$ cat src/rtl/pipe_perf_monitor.sv
// Cycle / retire / hazard-event performance monitor for the 5-stage pipe.
// Ports: clk, rst_n (async, active-low); start/stop/clear window control;
//        retire and evt[NUM_EVT] count strobes; snap captures cycles/retired;
//        cycles, retired, evt_count (channel k at [k*SIZE +: SIZE]),
//        cycles_snap, retired_snap, running, done, overflow (sticky).
module pipe_perf_monitor #(
    parameter int SIZE       = 32,
    parameter int NUM_EVT    = 4,
    parameter int MAX_CYCLES = 0
) (
    input  logic                    clk,
    input  logic                    rst_n,
    input  logic                    start,
    input  logic                    stop,
    input  logic                    clear,
    input  logic                    retire,
    input  logic [NUM_EVT-1:0]      evt,
    input  logic                    snap,
    output logic [SIZE-1:0]         cycles,
    output logic [SIZE-1:0]         retired,
    output logic [NUM_EVT*SIZE-1:0] evt_count,
    output logic [SIZE-1:0]         cycles_snap,
    output logic [SIZE-1:0]         retired_snap,
    output logic                    running,
    output logic                    done,
    output logic                    overflow
);

    localparam logic [SIZE-1:0] LP_ONES = '1;
    localparam logic [SIZE-1:0] LP_LAST = SIZE'(MAX_CYCLES - 1);
    localparam bit              LP_AUTO = (MAX_CYCLES != 0);

    if ((longint'(MAX_CYCLES) >> SIZE) != 0) begin : g_bad_max
        $error("MAX_CYCLES does not fit in a SIZE-bit counter");
    end

    // One-hot so running/done come straight off a state flop.
    typedef enum logic [2:0] {
        S_IDLE = 3'b001,
        S_RUN  = 3'b010,
        S_DONE = 3'b100
    } state_t;

    state_t                 r_state;
    state_t                 w_state_nxt;
    logic [SIZE-1:0]        r_cycles;
    logic [SIZE-1:0]        r_retired;
    logic [SIZE-1:0]        r_evt [NUM_EVT];
    logic [SIZE-1:0]        r_cycles_snap;
    logic [SIZE-1:0]        r_retired_snap;
    logic                   r_overflow;

    logic                   w_cnt;
    logic                   w_zero;
    logic                   w_last;
    logic                   w_sat_hit;
    logic [SIZE-1:0]        w_cyc_nxt;
    logic [SIZE-1:0]        w_ret_nxt;
    logic [SIZE-1:0]        w_evt_nxt [NUM_EVT];

    function automatic logic [SIZE-1:0] sat_inc(
        input logic [SIZE-1:0] v,
        input logic            en
    );
        return (en && (v != LP_ONES)) ? v + SIZE'(1) : v;
    endfunction

    assign w_cnt  = (r_state == S_RUN);
    assign w_zero = clear | start;
    // Final cycle of an auto-terminating window: cycles is about to hit MAX.
    assign w_last = LP_AUTO && w_cnt && (r_cycles == LP_LAST);

    // ---------------- FSM: state register
    always_ff @(posedge clk or negedge rst_n) begin
        if (!rst_n) begin
            r_state <= S_IDLE;
        end else begin
            r_state <= w_state_nxt;
        end
    end

    // ---------------- FSM: next state
    always_comb begin
        w_state_nxt = r_state;
        if (clear) begin
            w_state_nxt = S_IDLE;
        end else if (start) begin
            w_state_nxt = S_RUN;
        end else if (r_state == S_RUN) begin
            if (w_last) begin
                w_state_nxt = S_DONE;
            end else if (stop) begin
                w_state_nxt = S_IDLE;
            end
        end
    end

    // ---------------- FSM: outputs
    always_comb begin
        running = r_state[1];
        done    = r_state[2];
    end

    // ---------------- counter next values
    always_comb begin
        w_cyc_nxt = w_zero ? '0 : sat_inc(r_cycles, w_cnt);
        w_ret_nxt = w_zero ? '0 : sat_inc(r_retired, w_cnt & retire);
        w_sat_hit = w_cnt & ((r_cycles == LP_ONES) |
                             (retire & (r_retired == LP_ONES)));
        for (int k = 0; k < NUM_EVT; k++) begin
            w_evt_nxt[k] = w_zero ? '0 : sat_inc(r_evt[k], w_cnt & evt[k]);
            if (w_cnt && evt[k] && (r_evt[k] == LP_ONES)) begin
                w_sat_hit = 1'b1;
            end
        end
    end

    always_ff @(posedge clk or negedge rst_n) begin
        if (!rst_n) begin
            r_cycles   <= '0;
            r_retired  <= '0;
            r_overflow <= 1'b0;
            for (int k = 0; k < NUM_EVT; k++) begin
                r_evt[k] <= '0;
            end
        end else begin
            r_cycles   <= w_cyc_nxt;
            r_retired  <= w_ret_nxt;
            r_overflow <= w_zero ? 1'b0 : (r_overflow | w_sat_hit);
            for (int k = 0; k < NUM_EVT; k++) begin
                r_evt[k] <= w_evt_nxt[k];
            end
        end
    end

    // Snapshot takes the post-edge value, so a same-cycle start gives 0.
    always_ff @(posedge clk or negedge rst_n) begin
        if (!rst_n) begin
            r_cycles_snap  <= '0;
            r_retired_snap <= '0;
        end else if (clear) begin
            r_cycles_snap  <= '0;
            r_retired_snap <= '0;
        end else if (snap) begin
            r_cycles_snap  <= w_cyc_nxt;
            r_retired_snap <= w_ret_nxt;
        end
    end

    assign cycles       = r_cycles;
    assign retired      = r_retired;
    assign cycles_snap  = r_cycles_snap;
    assign retired_snap = r_retired_snap;
    assign overflow     = r_overflow;

    for (genvar g = 0; g < NUM_EVT; g++) begin : g_flat
        assign evt_count[g*SIZE +: SIZE] = r_evt[g];
    end

endmodule

$ cat config.mk
export PLATFORM = sky130hd
export DESIGN_NAME = pipe_perf_monitor
export DESIGN_NICKNAME = d
export VERILOG_FILES = /design/src/rtl/pipe_perf_monitor.sv
export SDC_FILE = /design/constraint.sdc
export NUM_CORES = 1
export LEC_CHECK = 0
export CAP_MARGIN = 0
export CORE_UTILIZATION = 25
export DETAILED_ROUTE_END_ITERATION = 16
export HOLD_SLACK_MARGIN = 0.15
export RECOVER_POWER = 50
export SLEW_MARGIN = 0
export SYNTH_ARGS = -nofsm -noshare
export SYNTH_HDL_FRONTEND = slang
export SYNTH_SLANG_ARGS = --single-unit
$ cat constraint.sdc
create_clock -name clk -period 2.82 [get_ports clk]
set_clock_uncertainty 0.2 [all_clocks]
set_input_delay 0.564 -clock clk [delete_from_list [all_inputs] [get_ports clk]]
set_output_delay 0.564 -clock clk [all_outputs]
set_load 0.05 [all_outputs]
* Word level (Yosys, flattened, before mapping)
Cells that the tools add are included.
** Storage, ports and cells
- Output and inout port bits :: 259
- Register bits after elaboration :: 260
** Cells by class
- Bitwise operators :: 10
- Add/subtract/negate cells :: 6
- Muxes and demuxes :: 25
- Equal/unequal tests :: 13
- Reductions and logical operators :: 22
** Operators by type and width (count)
- 32-bit two-way mux :: 16
- 32-bit by 1-bit adder with 32-bit output, second input constant :: 6
- 32-bit == test, second input constant :: 6
- 32-bit inequality test, second input constant :: 6
- 1-bit logical AND :: 14
- 3-bit two-way mux :: 4
- 2-bit nonzero test :: 5
- 1-bit bitwise AND :: 7
- 3-bit nonzero test :: 2
- 1-bit two-way mux :: 5
- 3-bit by 2-bit == test with 1-bit output, second input constant :: 1
- 1-bit OR :: 3
- 2-bit AND reduction :: 1

* Logic depth before layout (Yosys ltp)
- Depth in word-level cells :: 10
- Mapped depth :: 9
- Depth with buffers taken out :: 7

* Worst setup path before layout
Ideal clock, no wire load.
- Path type :: register -> register
- Start point :: register r_retired[0], in the netlist retired[0]
- End point :: register r_retired_snap[9], in the netlist retired_snap[9]
- Cell stages (with the launch flop) :: 9
- Period minus slack after synthesis :: 2.741 ns
- Required time :: 2.489 ns
- Slack :: 0.079 ns
- Setup time :: 0.131 ns
- Buffers on the path :: 1
- Data arrival time :: 2.411 ns
- Cells stage by stage :: dfrtp_1 > ha_1 > nand4_1 > nor4_2 > a31oi_2 > buf_2 > nand3_1 > xor2_1 > o21ai_0
** Between the ends
- Longest elaborated chain between the ends :: 6
- Elaborated cells on any way between the ends :: 7
- Those cells by class :: add/sub (1); eq/ne (1); mux (4); reduce/logical (1)
** RTL lines
- start: declaration :: line 47 : logic [SIZE-1:0] r_retired;
- start signal: assignment :: line 128 : r_retired <= w_ret_nxt;
- branches (longest 2 deep; another with 32-bit by 1-bit adder with 32-bit output)
- 32-bit two-way mux * :: line 65 : return (en && (v != LP_ONES)) ? v + SIZE'(1) : v;
- 32-bit two-way mux * :: line 107 : w_ret_nxt = w_zero ? '0 : sat_inc(r_retired, w_cnt & retire);
- 32-bit two-way mux * :: line 144 : end else if (snap) begin
- 32-bit two-way mux * :: line 141 : end else if (clear) begin
- end signal: assignment :: line 146 : r_retired_snap <= w_ret_nxt;
- end: declaration :: line 50 : logic [SIZE-1:0] r_retired_snap;
Mark *: on every way between the ends. The select of a mux whose other input is x is not followed.
A chain may end at the register's enable or synchronous reset.

* Worst setup path in the final report
- Start point :: register r_cycles[9], in the netlist cycles[9]
- End point :: output cycles[9]
** RTL lines
- start: declaration :: line 46 : logic [SIZE-1:0] r_cycles;
- start signal: assignment :: line 127 : r_cycles <= w_cyc_nxt;
- end: declaration :: line 19 : output logic [SIZE-1:0] cycles,
No word-level cell between the ends.

==> results.toml <==
[cts]
clkTransAtPathRegs_ps = 60
cts_setup_buffers = 0
clock_path_buffers = 3
cts_made_buffers = 31
clock-sinks = 259
clock-root-buffer = "clkbuf_16"
tritoncts = "done"
htree_num_levels = 1
clock_latency_ps = 580

[detailed_routing]
post_drt_wl_per_cell_um = 16.88
drt-initial-drc-count = 665
vias_per_cell = 4.804
routed_wirelength_mm = 39.25
drc = 0
vias = 11175
detail-route-antenna-nets = 0
dr.pass1.iters = 5

[cells_and_area]
drive_gt1_share_pct = 7.882
final-seq-area_sq_mm = 0.006482
multi_input_area_sq_mm = 0.005709
syn_to_final_growth_pct = 38.30
nFillCells = 5002
diodes = 0
final_common_cell = "clkdlybuf4s50_1"
final_net_count = 1656
final_cell_mix = "clkdlybuf4s50_1 (265), dfrtp_1 (258), nor2_1 (200), nand2_1 (121), xor2_1 (92)"
fin_util_pct = 35.20

[logic_synthesis]
synth.distinct_cells = 60
synth_edf_count = 0
synth_async_sr_flop_share_pct = 100.0
synth-seq-cells = 259
yosysWarnings = 0
yosysSeqAreaShare_pct = 51.82
syn_nets = 1334
syn_avg_cell_area_sq_um = 9.499
syn_area_sq_mm = 0.01251
synthFlopType = "dfrtp_1"
syn_inst = 1317

[setup_path]
crit_end = "cycles[9]"
cp_num_buf_inv = 1
path_cells = "clkdlybuf4s50_1"
cp_max_fo = 8
crit_path_start = "cycles[9]"
endpoint_kind = "output port"
cp.depth = 1
crit_family = "buffers and inverters"
cp-start-kind = "register"
worstPathRequired_ps = 2060
worst_r2r_path_depth = 6
r2r_end = "cycles_snap[26]"
max_stage_delay_ps = 890
arrival_ps = 1970
cp_slowest_cell = "clkdlybuf4s50_1"
reg2reg_setup_slack_ps = 190
timing.rr.start = "cycles[5]"
path_class = "register to output port"

[floorplan]
num_io_pins = 270
die_w_um = 225.7
placementRows = 81
start_util_pct = 25.45
die_h_um = 225.7
dieArea_sq_mm = 0.05094
core_sq_mm = 0.04915

[timing]
rsz0062_at_grt = "false"
fin_crit_sh_pct = 97.01
setup_violations = 0
finalHoldViolations = 0
slew_headroom_pct = 12.60
finalMaxSlewViolations = 0
worstMarginPinSlew_ps = 1311
period_needed_ps = 2736
clock.fmax_mhz = 365.5

[global_route]
grt_overflow = 0
grt_pass1_vias = 10922
grt_pass1_wl_mm = 62.02
grt_start_max_net_pins = 72
grt_usage_pct = 15.16
grt_antenna_before_repair = 2

[placed_design]
hpwl_mm = 28.94
io_buffers = 268
gp_congestion = 0.8686

[pwr]
power_density_mw_per_mm2 = 453.8
power_w = 0.007852
power_leakage_nw = 6.646
irDropWorstVdd_v = 0.0004203

[hold_path]
hold_depth = 2
hold_class = "register to register"

[run]
drv_cap = 0

[status]
status = "finished clean"
==> Yosys cell counts (26+ instances only) <==
library cell	number	area, sq um
a21oi_1	31	155.2
and3_1	35	219.0
clkbuf_1	47	176.4
dfrtp_1	258	6456
nand2_1	122	457.9
nand3_1	76	380.4
nand4_1	87	544.3
nor2_1	201	754.5
nor3_1	28	140.1
nor4_1	26	162.7
o21ai_0	87	435.4
xnor2_1	64	560.5
xor2_1	92	805.8
==> per-layer routing <==
metal / vias to the layer above / wire length (um) / global-route usage (%)
met1: 5519 / 17210 / 19.43
met4: 2 / 661 / 3.467
li1: 5274 / - / -
met3: 52 / 2944 / 4.020
met5: - / 9 / 0
met2: 328 / 18430 / 25.32
==> power by group <==
group          total, W  internal, W  switching (W)
logic          0.000272    0.0000639       0.000208
clock network   0.00385      0.00222        0.00164
registers       0.00373      0.00372     0.00000619
total           0.00785      0.00600        0.00185
==> area by class of cell <==
cell class	count	area share [%]
Multi-Input combinational cell	982	33.00
Inverter	23	0.4990
Sequential cell	259	37.46
Clock inverter	12	0.5930
Clock buffer	44	4.997
Timing Repair Buffer	342	18.65
Tap cell	664	4.802
==> worst min-delay path by stage <==
| stage | from | end |
|---|---|---|
| 6_report | retired_snap[6] | retired_snap[6] |
| 5_1_grt | retired_snap[7] | retired_snap[7] |
| 4_1_cts | rst_n | cycles_snap[14] |
| 2_1_floorplan | rst_n | cycles[0] |
| 3_5_place_dp | retired_snap[6] | retired_snap[6] |
| 3_3_place_gp | retired_snap[6] | retired_snap[6] |
==> cells by family (layout without fill, tap and decap cells) <==
family	after synthesis	count (layout)	synth area share (%)
other cells	1	1	0.02997
flops	259	259	51.82
fa+ha+maj	6	6	0.6000
simple gates	662	662	26.79
compound gates	149	149	6.831
xor+xnor	156	156	10.92
buf+inv	76	421	2.360
mux	8	8	0.6501
==> per-stage QoR <==
step	instances	setup WS, ps	area, sq um	hold WS, ps	TNS [ps]
after floorplan	1317	78.92	12510	68.41	0
after detailed placement	2269	-5.810	16480	269.6	-6.732
after global placement	2269	39.64	16480	264.2	0
after global routing	2326	6.103	17300	306.4	0
after CTS	2326	52.87	17460	277.7	0
final	2326	84.29	17300	274.1	0
==> registers in the layout (all words and copies together) (netlist names) <==
register      count
overflow          1
r_state           2
cycles           32
cycles_snap      32
evt_count       128
retired          32
retired_snap     32
==> tightest hold or removal path, cell delays in order (launching register included) <==
cell     delay [ps]
dfrtp_1         340
nand2_1          50
o21ai_0          60
==> timing repair <==
item / 4_1_cts / 5_1_grt
hold buffers: 1 / 0
resized for setup: 0 / 1
endpoints found under the hold margin: 156 / 0
setup endpoints to repair: 0 / 7
No activity file was read; power rests on OpenSTA's default activity.
